`src/rtl/bnn_dot_accum_if.sv`:
```
// -----------------------------------------------------------------------------
// bnn_dot_accum_if
// Beat and result handshake bundle for the binary-weight dot-product engine.
//
// Signals:
//   act_in    N_CH*ACT_W  activations, channel i = act_in[i*ACT_W +: ACT_W]
//   wgt_in    N_CH        weights, wgt_in[i] pairs with channel i
//   cfg_len   CNT_W       beats per vector (sampled on the first beat)
//   in_valid / in_ready   beat handshake
//   out_data  ACC_W       dot-product result
//   out_valid / out_ready result handshake
//   vec_cnt   16          delivered-result counter (wraps)
//
// Modports: master = activation-buffer side, slave = the engine.
// Optional macro SIGNED_WEIGHT_EN widens ACC_W by one sign bit.
// -----------------------------------------------------------------------------
interface bnn_dot_accum_if #(
  parameter int N_CH      = 32,
  parameter int ACT_W     = 16,
  parameter int MAX_BEATS = 16
);
  localparam int CNT_W = $clog2(MAX_BEATS) + 1;
`ifdef SIGNED_WEIGHT_EN
  localparam int ACC_W = ACT_W + $clog2(N_CH) + $clog2(MAX_BEATS) + 1;
`else
  localparam int ACC_W = ACT_W + $clog2(N_CH) + $clog2(MAX_BEATS);
`endif

  logic [N_CH*ACT_W-1:0] act_in;
  logic [N_CH-1:0]       wgt_in;
  logic [CNT_W-1:0]      cfg_len;
  logic                  in_valid;
  logic                  in_ready;
  logic [ACC_W-1:0]      out_data;
  logic                  out_valid;
  logic                  out_ready;
  logic [15:0]           vec_cnt;

  modport master (
    output act_in, wgt_in, cfg_len, in_valid, out_ready,
    input  in_ready, out_data, out_valid, vec_cnt
  );

  modport slave (
    input  act_in, wgt_in, cfg_len, in_valid, out_ready,
    output in_ready, out_data, out_valid, vec_cnt
  );
endinterface

```
`src/rtl/bnn_dot_accum.sv`:
```
// -----------------------------------------------------------------------------
// bnn_dot_accum
// Pipelined binary-weight dot-product engine. Each accepted beat carries N_CH
// activations and N_CH 1-bit weights; the weighted products go through a
// registered adder tree (product register + L = clog2(N_CH) sum levels), and an
// accumulator stage adds cfg_len consecutive beat sums into one result.
//
// Ports:
//   clk   clock
//   rst   synchronous active-high reset
//   bus   bnn_dot_accum_if.slave (beat input, result output, vec_cnt)
//
// Configuration macro: SIGNED_WEIGHT_EN
//   undefined : weights in {0,1}, product = wgt ? act : 0, unsigned result
//   defined   : weights are +/-1 (1 = +act, 0 = -act), two's-complement result
//
// Flow control: one global enable, en = !(out_valid && !out_ready). When the
// output register is full and not being drained, every stage holds.
// Latency: last beat accepted at edge k -> out_valid after edge k+L+1.
// -----------------------------------------------------------------------------
module bnn_dot_accum #(
  parameter int N_CH      = 32,
  parameter int ACT_W     = 16,
  parameter int MAX_BEATS = 16
) (
  input  logic            clk,
  input  logic            rst,
  bnn_dot_accum_if.slave  bus
);
  localparam int L     = $clog2(N_CH);
  localparam int CNT_W = $clog2(MAX_BEATS) + 1;
`ifdef SIGNED_WEIGHT_EN
  localparam int TREE_W = ACT_W + L + 1;
  localparam int ACC_W  = ACT_W + L + $clog2(MAX_BEATS) + 1;
`else
  localparam int TREE_W = ACT_W + L;
  localparam int ACC_W  = ACT_W + L + $clog2(MAX_BEATS);
`endif
  // All tree levels live in one flat array: level k starts at 2*N_CH - 2*(N_CH>>k).
  localparam int NODES  = 2 * N_CH - 1;
  localparam int ROOT   = NODES - 1;

  if (N_CH < 2 || (N_CH & (N_CH - 1)) != 0) begin : g_bad_n_ch
    $error("bnn_dot_accum: N_CH must be a power of two >= 2");
  end
  if (MAX_BEATS < 1 || (MAX_BEATS & (MAX_BEATS - 1)) != 0) begin : g_bad_max_beats
    $error("bnn_dot_accum: MAX_BEATS must be a power of two");
  end

  function automatic int lvl_off(input int k);
    return 2 * N_CH - 2 * (N_CH >> k);
  endfunction

  // ---------------------------------------------------------------------------
  // Handshake
  // ---------------------------------------------------------------------------
  logic             en;
  logic             accept;
  logic             out_valid_q;
  logic [ACC_W-1:0] out_data_q;
  logic [15:0]      vec_cnt_q;

  assign en           = !(out_valid_q && !bus.out_ready);
  assign bus.in_ready = en && !rst;
  assign accept       = bus.in_valid && bus.in_ready;

  assign bus.out_valid = out_valid_q;
  assign bus.out_data  = out_data_q;
  assign bus.vec_cnt   = vec_cnt_q;

  // ---------------------------------------------------------------------------
  // Beat counter and first/last tagging
  // ---------------------------------------------------------------------------
  logic [CNT_W-1:0] beat_cnt;
  logic [CNT_W-1:0] len_q;
  logic [CNT_W-1:0] len_cfg;
  logic [CNT_W-1:0] len_cur;
  logic             beat_first;
  logic             beat_last;

  // NOTE: every always_comb output is given a default before any condition,
  // so no path leaves it unassigned and no latch is inferred.
  always_comb begin
    len_cfg = bus.cfg_len;
    if (bus.cfg_len == '0)
      len_cfg = CNT_W'(1);
    else if (bus.cfg_len > CNT_W'(MAX_BEATS))
      len_cfg = CNT_W'(MAX_BEATS);
  end

  // On the first beat the length comes straight from cfg_len; afterwards the
  // latched copy is used, so mid-vector cfg_len changes are ignored.
  assign len_cur    = (beat_cnt == '0) ? len_cfg : len_q;
  assign beat_first = (beat_cnt == '0);
  assign beat_last  = (beat_cnt == len_cur - CNT_W'(1));

  always_ff @(posedge clk) begin
    if (rst) begin
      beat_cnt <= '0;
      len_q    <= '0;
    end else if (accept) begin
      if (beat_first)
        len_q <= len_cfg;
      beat_cnt <= beat_last ? '0 : beat_cnt + CNT_W'(1);
    end
  end

  // ---------------------------------------------------------------------------
  // Product terms
  // ---------------------------------------------------------------------------
  logic [TREE_W-1:0] prod [N_CH];

  always_comb begin
    for (int i = 0; i < N_CH; i++) begin
`ifdef SIGNED_WEIGHT_EN
      prod[i] = bus.wgt_in[i] ?  TREE_W'(bus.act_in[i*ACT_W +: ACT_W])
                              : (TREE_W'(0) - TREE_W'(bus.act_in[i*ACT_W +: ACT_W]));
`else
      prod[i] = bus.wgt_in[i] ? TREE_W'(bus.act_in[i*ACT_W +: ACT_W]) : TREE_W'(0);
`endif
    end
  end

  // ---------------------------------------------------------------------------
  // Registered adder tree: level 0 = products, level L = beat sum
  // ---------------------------------------------------------------------------
  logic [TREE_W-1:0] node_q [NODES];
  logic [L:0]        vld_q;
  logic [L:0]        first_q;
  logic [L:0]        last_q;

  // NOTE: the tree data registers have no reset; nothing downstream looks at
  // them unless the matching valid bit (which is reset) is set.
  always_ff @(posedge clk) begin
    if (en) begin
      for (int i = 0; i < N_CH; i++)
        node_q[i] <= prod[i];
      // TREE_W already covers the full-scale sum, so the adds never overflow.
      for (int k = 1; k <= L; k++)
        for (int j = 0; j < (N_CH >> k); j++)
          node_q[lvl_off(k) + j] <= node_q[lvl_off(k-1) + 2*j]
                                  + node_q[lvl_off(k-1) + 2*j + 1];
    end
  end

  always_ff @(posedge clk) begin
    if (rst) begin
      vld_q   <= '0;
      first_q <= '0;
      last_q  <= '0;
    end else if (en) begin
      vld_q   <= {vld_q[L-1:0],   accept};
      first_q <= {first_q[L-1:0], beat_first};
      last_q  <= {last_q[L-1:0],  beat_last};
    end
  end

  // ---------------------------------------------------------------------------
  // Accumulator and output register
  // ---------------------------------------------------------------------------
  logic [ACC_W-1:0] sum_ext;
  logic [ACC_W-1:0] acc_q;

`ifdef SIGNED_WEIGHT_EN
  assign sum_ext = ACC_W'($signed(node_q[ROOT]));
`else
  assign sum_ext = ACC_W'(node_q[ROOT]);
`endif

  always_ff @(posedge clk) begin
    if (rst) begin
      acc_q       <= '0;
      out_valid_q <= 1'b0;
      out_data_q  <= '0;
      vec_cnt_q   <= '0;
    end else begin
      if (out_valid_q && bus.out_ready) begin
        vec_cnt_q   <= vec_cnt_q + 16'd1;
        out_valid_q <= 1'b0;
      end
      // NOTE: this load is written after the drain above on purpose; the later
      // non-blocking assignment wins, so a result arriving in the same cycle as
      // the handshake keeps out_valid high with the new data.
      if (en && vld_q[L]) begin
        if (last_q[L]) begin
          out_data_q  <= first_q[L] ? sum_ext : acc_q + sum_ext;
          out_valid_q <= 1'b1;
          acc_q       <= '0;
        end else if (first_q[L]) begin
          acc_q <= sum_ext;
        end else begin
          acc_q <= acc_q + sum_ext;
        end
      end
    end
  end
endmodule

```
`src/flat_wrapper.sv`:
```
// flat-port wrapper written by rule: the top's interface ports become plain ports
module bnn_dot_accum_flat 
#(
  parameter int N_CH      = 32,
  parameter int ACT_W     = 16,
  parameter int MAX_BEATS = 16
)
  (clk, rst, bus_act_in, bus_wgt_in, bus_cfg_len, bus_in_valid, bus_out_ready, bus_in_ready, bus_out_data, bus_out_valid, bus_vec_cnt);
  bnn_dot_accum_if #(.N_CH(N_CH), .ACT_W(ACT_W), .MAX_BEATS(MAX_BEATS)) bus_i ();
  input  logic clk;
  input  logic rst;
  input wire logic [$bits(bus_i.act_in)-1:0] bus_act_in;
  input wire logic [$bits(bus_i.wgt_in)-1:0] bus_wgt_in;
  input wire logic [$bits(bus_i.cfg_len)-1:0] bus_cfg_len;
  input wire logic [$bits(bus_i.in_valid)-1:0] bus_in_valid;
  input wire logic [$bits(bus_i.out_ready)-1:0] bus_out_ready;
  output wire logic [$bits(bus_i.in_ready)-1:0] bus_in_ready;
  output wire logic [$bits(bus_i.out_data)-1:0] bus_out_data;
  output wire logic [$bits(bus_i.out_valid)-1:0] bus_out_valid;
  output wire logic [$bits(bus_i.vec_cnt)-1:0] bus_vec_cnt;
  assign bus_i.act_in = bus_act_in;
  assign bus_i.wgt_in = bus_wgt_in;
  assign bus_i.cfg_len = bus_cfg_len;
  assign bus_i.in_valid = bus_in_valid;
  assign bus_i.out_ready = bus_out_ready;
  assign bus_in_ready = bus_i.in_ready;
  assign bus_out_data = bus_i.out_data;
  assign bus_out_valid = bus_i.out_valid;
  assign bus_vec_cnt = bus_i.vec_cnt;
  bnn_dot_accum #(.N_CH(N_CH), .ACT_W(ACT_W), .MAX_BEATS(MAX_BEATS)) u_core (.clk(clk), .rst(rst), .bus(bus_i));
endmodule
```
`config.mk`:
```
export PLATFORM = sky130hd
export DESIGN_NAME = bnn_dot_accum_flat
export DESIGN_NICKNAME = d
export VERILOG_FILES = /design/src/rtl/bnn_dot_accum_if.sv /design/src/rtl/bnn_dot_accum.sv /design/src/flat_wrapper.sv
export SDC_FILE = /design/constraint.sdc
export NUM_CORES = 2
export LEC_CHECK = 0
export BUFFER_PORTS_ARGS = -buffer_cell sky130_fd_sc_hd__buf_4
export CORE_MARGIN = 4
export CORE_UTILIZATION = 58
export DETAILED_ROUTE_END_ITERATION = 16
export GPL_TIMING_DRIVEN = 0
export MAX_ROUTING_LAYER = met4
export PLACE_DENSITY = 0.85
export RECOVER_POWER = 25
export SETUP_SLACK_MARGIN = 0.4
export SYNTH_ARGS = -nofsm -noshare
export SYNTH_HDL_FRONTEND = slang
export SYNTH_SLANG_ARGS = --single-unit
```
`constraint.sdc`:
```
create_clock -name clk -period 34.5 [get_ports clk]
set_clock_uncertainty 0.05 [all_clocks]
set_input_delay 0 -clock clk [delete_from_list [all_inputs] [get_ports clk]]
set_output_delay 0 -clock clk [all_outputs]
set_load 0.01 [all_outputs]
```
* After elaboration in Yosys (flattened, before gate mapping)
Memories as Yosys holds them, arrays and structs flattened.
Cells that the tools add are included.
** Storage, ports and cells
- Bits in read-only memories :: 0
- Input bits :: 553
- Bits in latches :: 0
- Register bits after elaboration :: 95
- Memories kept :: 1
- Bits in writable memories :: 1323
- Word-level logic and storage cells :: 100
** Cells by class
- Equality and inequality tests :: 1
- Multipliers :: 0
- Shifts and indexed selects :: 0
- Order comparisons :: 1
- Bitwise gates (word level) :: 0
- $add $sub $neg :: 35
- Reductions and logical operators :: 11
- Div/mod/pow operators :: 0
- Muxes and demuxes :: 42
** Memory list
- u_core.node_q :: words 63, bits a word 21, read ports 63, clocked after Yosys merged registers in 0, write ports 63, RTL line bnn_dot_accum.sv:127 : logic [TREE_W-1:0] node_q [NODES];
** Operators with widths (number)
- adder 21 bit :: 31
- 2-to-1 mux 16 bit :: 32
- 2-to-1 mux 25 bit :: 2
- adder 25 x 21 -> 25 bit :: 1
- 2-to-1 mux 5 bit :: 4
- adder 16 x 1 -> 16 bit (second input constant) :: 1
- zero test 5 bit :: 2
- adder 5 x 1 -> 5 bit (second input constant) :: 1
- equality test 5 bit :: 1
- greater-than comparator 5 bit (second input constant) :: 1
- logical AND 1 bit :: 5
- subtractor 5 x 1 -> 5 bit (second input constant) :: 1
- 2-to-1 mux 1 bit :: 4
- zero test 1 bit :: 3
- AND reduction 2 bit :: 1

* Depth between registers and ports, before layout
- Word-level depth :: 7
- Gate-level depth with buffers :: 13

* Worst setup path after synthesis
No wires, ideal clock.
- Kind :: register -> register
- Start :: register u_core.out_valid_q, in the netlist u_core.bus.out_valid
- End :: memory u_core.node_q[0][0] in the netlist's numbering, enable pin
- Arrival time :: 29.499 ns
- Period minus slack after synthesis :: 31.391 ns
- Slack :: 3.109 ns
- Stages on the path, launching flop included :: 5
- Path through :: dfxtp_1 -> nor2b_1 -> clkbuf_1 -> inv_1 -> buf_1
** RTL lines
- start, declared :: RTL line bnn_dot_accum.sv:59 : logic out_valid_q;
- start signal, assigned :: RTL line bnn_dot_accum.sv:173 : out_valid_q <= 1'b0;
- start signal, assigned :: RTL line bnn_dot_accum.sv:179 : out_valid_q <= 1'b0;
- start signal, assigned :: RTL line bnn_dot_accum.sv:187 : out_valid_q <= 1'b1;
- end, declared :: RTL line bnn_dot_accum.sv:127

==> results.py <==
metrics = {
    "cts": {
        "cts-root-buf": "clkbuf_16",
        "clockBufferDepth": 3,
        "cts_buffers": 118,
        "clkTransAtPathRegs_ns": 0.07,
        "cts_resized": 0,
        "cts_tree": "yes",
        "postCtsSetupBuffers": 0,
        "hold_buffers": 1028,
        "clk_latency_ns": 0.74,
        "cts_sinks": 1160,
        "cts_max_level": 3,
    },
    "grt": {
        "grt_max_degree": 49,
        "grt-ovfl-total": 0,
        "grt_pass1_wl_mm": 306,
        "grt_pass1_vias": 53600,
        "grt_use_total_pct": 36.4,
        "antenna_found_initial": 13,
    },
    "min_path": {
        "min_from": "bus_cfg_len[4]",
        "min_to": "u_core.len_q[4]",
        "min_delay_path_depth": 4,
        "hold_path_class": "input port to flip-flop",
    },
    "synth": {
        "netlist_area_sq_mm": 0.0616,
        "synthMuxAreaShare_pct": 0.222,
        "synthTopCellsByArea": "edfxtp_1 (52%), ha_1 (11%), and2_1 (5.5%)",
        "syn_inst": 5063,
        "yosysSeqAreaShare_pct": 55.0,
        "synthTopCellsByCount": "edfxtp_1 (1065), ha_1 (547), and2_1 (538)",
        "synth.top_cell.area_share_pct": 51.9,
        "yosysUniqueCellTypes": 81,
        "yosysTopAreaCell": "edfxtp_1",
        "syn-num-nets": 6195,
        "synth_compound_area_share_pct": 11.8,
        "synth-simple-area-share_pct": 12.9,
        "avgSynthCellArea_sq_um": 12.2,
        "async_flop_share_pct": 0,
        "synth_top_family_by_area": "simple AND/OR/NAND/NOR gates",
        "synth_ff_type": "edfxtp_1",
        "yosysWarnings": 0,
        "yosys_register_bits": 1160,
        "synth-xor-area-share_pct": 6.33,
        "post-synth-top-count-cell": "edfxtp_1",
        "synth_edf_count": 1065,
        "synth_fa_ha_area_share_pct": 12.2,
    },
    "sta": {
        "worstMarginPinSlew_ns": 1.08,
        "grt_setup_unrepaired": "no",
        "slew_headroom_pct": 27.8,
        "fmax_mhz": 253,
        "tns_ns": 0,
        "drv_slew": 0,
        "final-hold-violation-count": 0,
        "setup_ws_ns": 30.55,
        "finalWorstPathRequiredPeriod_ns": 3.95,
        "fin_crit_sh_pct": 11.4,
        "holdWs_ns": 0.0607,
        "setup_viol": 0,
    },
    "finish": {
        "design_area_sq_mm": 0.0824,
        "drive_gt1_share_pct": 11.2,
        "final_nets": 7965,
        "fin_util_pct": 78.2,
        "syn_to_final_growth_pct": 33.8,
        "fill_cells": 5402,
        "fin_cells": 8334,
    },
    "floorplanning": {
        "die_area_sq_mm": 0.111,
        "rows": 119,
        "io_pins": 596,
        "die_x_um": 334,
        "initial_core_util_pct": 58.5,
        "core_sq_mm": 0.105,
        "chipHeight_um": 334,
    },
    "routing": {
        "drc": 0,
        "viasPerCell": 6.20,
        "wl_met1_mm": 69.5,
        "top_layer": "met4",
        "vias": 51700,
        "met3_length_mm": 16.2,
        "first_iter_violations": 5809,
        "met2_length_mm": 100,
        "dr.pass1.iters": 7,
        "wl_per_cell_um": 24.7,
        "final_antenna_net_count": 0,
        "wl_mm": 206,
    },
    "pwr": {
        "p_per_area_mw_per_mm2": 63.4,
        "netSwitchingFraction_pct": 33.5,
        "clkPwrFrac_pct": 26.4,
        "internal_power_mw": 3.47,
        "p_switching_mw": 1.75,
        "ir_worst_vdd_uv": 51.5,
        "p_seq_share_pct": 39.3,
        "power.total_mw": 5.22,
        "p_comb_share_pct": 34.3,
        "leakage_nw": 35.4,
    },
    "status": {
        "outcome": "finished, final reports clean",
    },
    "critical_path": {
        "r2r_end": "u_core.node_q[1][392]",
        "endpoint_kind": "flip-flop",
        "cp-start-kind": "flip-flop",
        "worst_ep_required_time_ns": 34.93,
        "cp_max_fo": 4,
        "cp.arrival_ns": 4.38,
        "rr_worst_depth": 10,
        "r2r_slack_ns": 30.55,
        "regToRegStartpoint": "u_core.node_q[1][84]",
        "critPathKind": "flip-flop to flip-flop",
    },
    "place": {
        "pre_cts_ws_ns": 31.26,
        "postPlaceCellArea_sq_mm": 0.0683,
        "dp.cells": 7076,
        "gp_congestion": 0.882,
        "hpwl_mm": 107,
        "io_buffers": 594,
    },
    "job": {
        "max_cap_viol_count": 0,
    },
}
[metal layers]
layer	track usage (%)	vias to the layer above
li1	-	22300
met1	39.1	24200
met2	61.5	3769
met3	5.19	1375
met4	26.9	0
met5	-	-
[power by group through the flow]
| stage | clock network (mW) | logic (mW) | registers (mW) |
|---|---|---|---|
| 6_report | 1.38 | 1.79 | 2.05 |
| 5_1_grt | 1.43 | 1.97 | 2.06 |
| 4_1_cts | 1.33 | 1.71 | 2.04 |
| 3_5_place_dp | 0 | 1.61 | 2.06 |
| 3_3_place_gp | 0 | 1.55 | 2.06 |
| 2_1_floorplan | 0 | 1.21 | 1.98 |
[kinds of logic after synthesis]
| family | after synthesis |
|---|---|
| mux | 13 |
| flops | 1160 |
| simple gates | 1468 |
| fa+ha+maj | 579 |
| compound gates | 1138 |
| buf+inv | 260 |
| xor+xnor | 445 |
[critical path, stage by stage, from the launching register on]
cell,delay (ns)
edfxtp_1,0.40
ha_1,0.26
inv_1,0.10
fa_1,0.25
nor2b_1,0.09
o31a_1,0.29
o2111ai_1,0.34
a21oi_1,0.17
a2111oi_1,0.98
o21bai_1,0.33
xor2_1,0.43
[how the worst max path moves through the flow]
stage | start | end | slack (ns) | depth (start not counted)
2_1_floorplan | u_core.bus.out_valid | u_core.node_q[0][0] | 3.11 | 4
3_3_place_gp | u_core.bus.out_valid | u_core.node_q[0][265] | -6.46 | 4
3_5_place_dp | u_core.bus.out_valid | u_core.node_q[0][514] | 31.26 | 9
4_1_cts | u_core.bus.out_valid | u_core.node_q[1][283] | 31.22 | 9
5_1_grt | u_core.node_q[0][210] | u_core.node_q[1][121] | 30.75 | 11
6_report | u_core.node_q[1][84] | u_core.node_q[1][392] | 30.55 | 10
[sequential cells by signal (all words and copies together) (netlist names)]
signal / flops
u_core.bus.out_data: 25
u_core.last_q: 6
u_core.bus.vec_cnt: 16
u_core.acc_q: 25
u_core.first_q: 6
u_core.bus.out_valid: 1
u_core.len_q: 5
u_core.beat_cnt: 5
u_core.node_q: 1065
u_core.vld_q: 6
[cells in the final DEF, fill, tap and decap left out, drive strengths merged, types with 43 or more instances in the layout]
master	synthesis	layout
edfxtp	1065	1065
dlygate4sd3	0	1028
ha	547	547
and2	538	538
clkbuf	56	530
xnor2	339	339
a21oi	320	320
buf	9	299
nor2	283	283
o21ai	252	252
nand2	212	212
inv	195	203
a21o	108	108
o21a	106	106
xor2	106	106
nor2b	99	99
dfxtp	95	95
nor3	67	67
nand2b	62	62
nand3	53	53
a31oi	51	51
clkinv	0	43
[cell type report]
class	instances	area, sq um	share of cell area (%)
diodes	18	45.0	0.0547
plain buffers	65	255	0.310
clock buffers	142	3200	3.89
clock inverters	70	752	0.913
inverters	195	732	0.889
multi-input cells	3643	26700	32.4
flip-flops and latches	1160	33900	41.1
well taps	1391	1740	2.11
repair buffers	1650	15100	18.3
No activity file was read; power rests on OpenSTA's default activity.
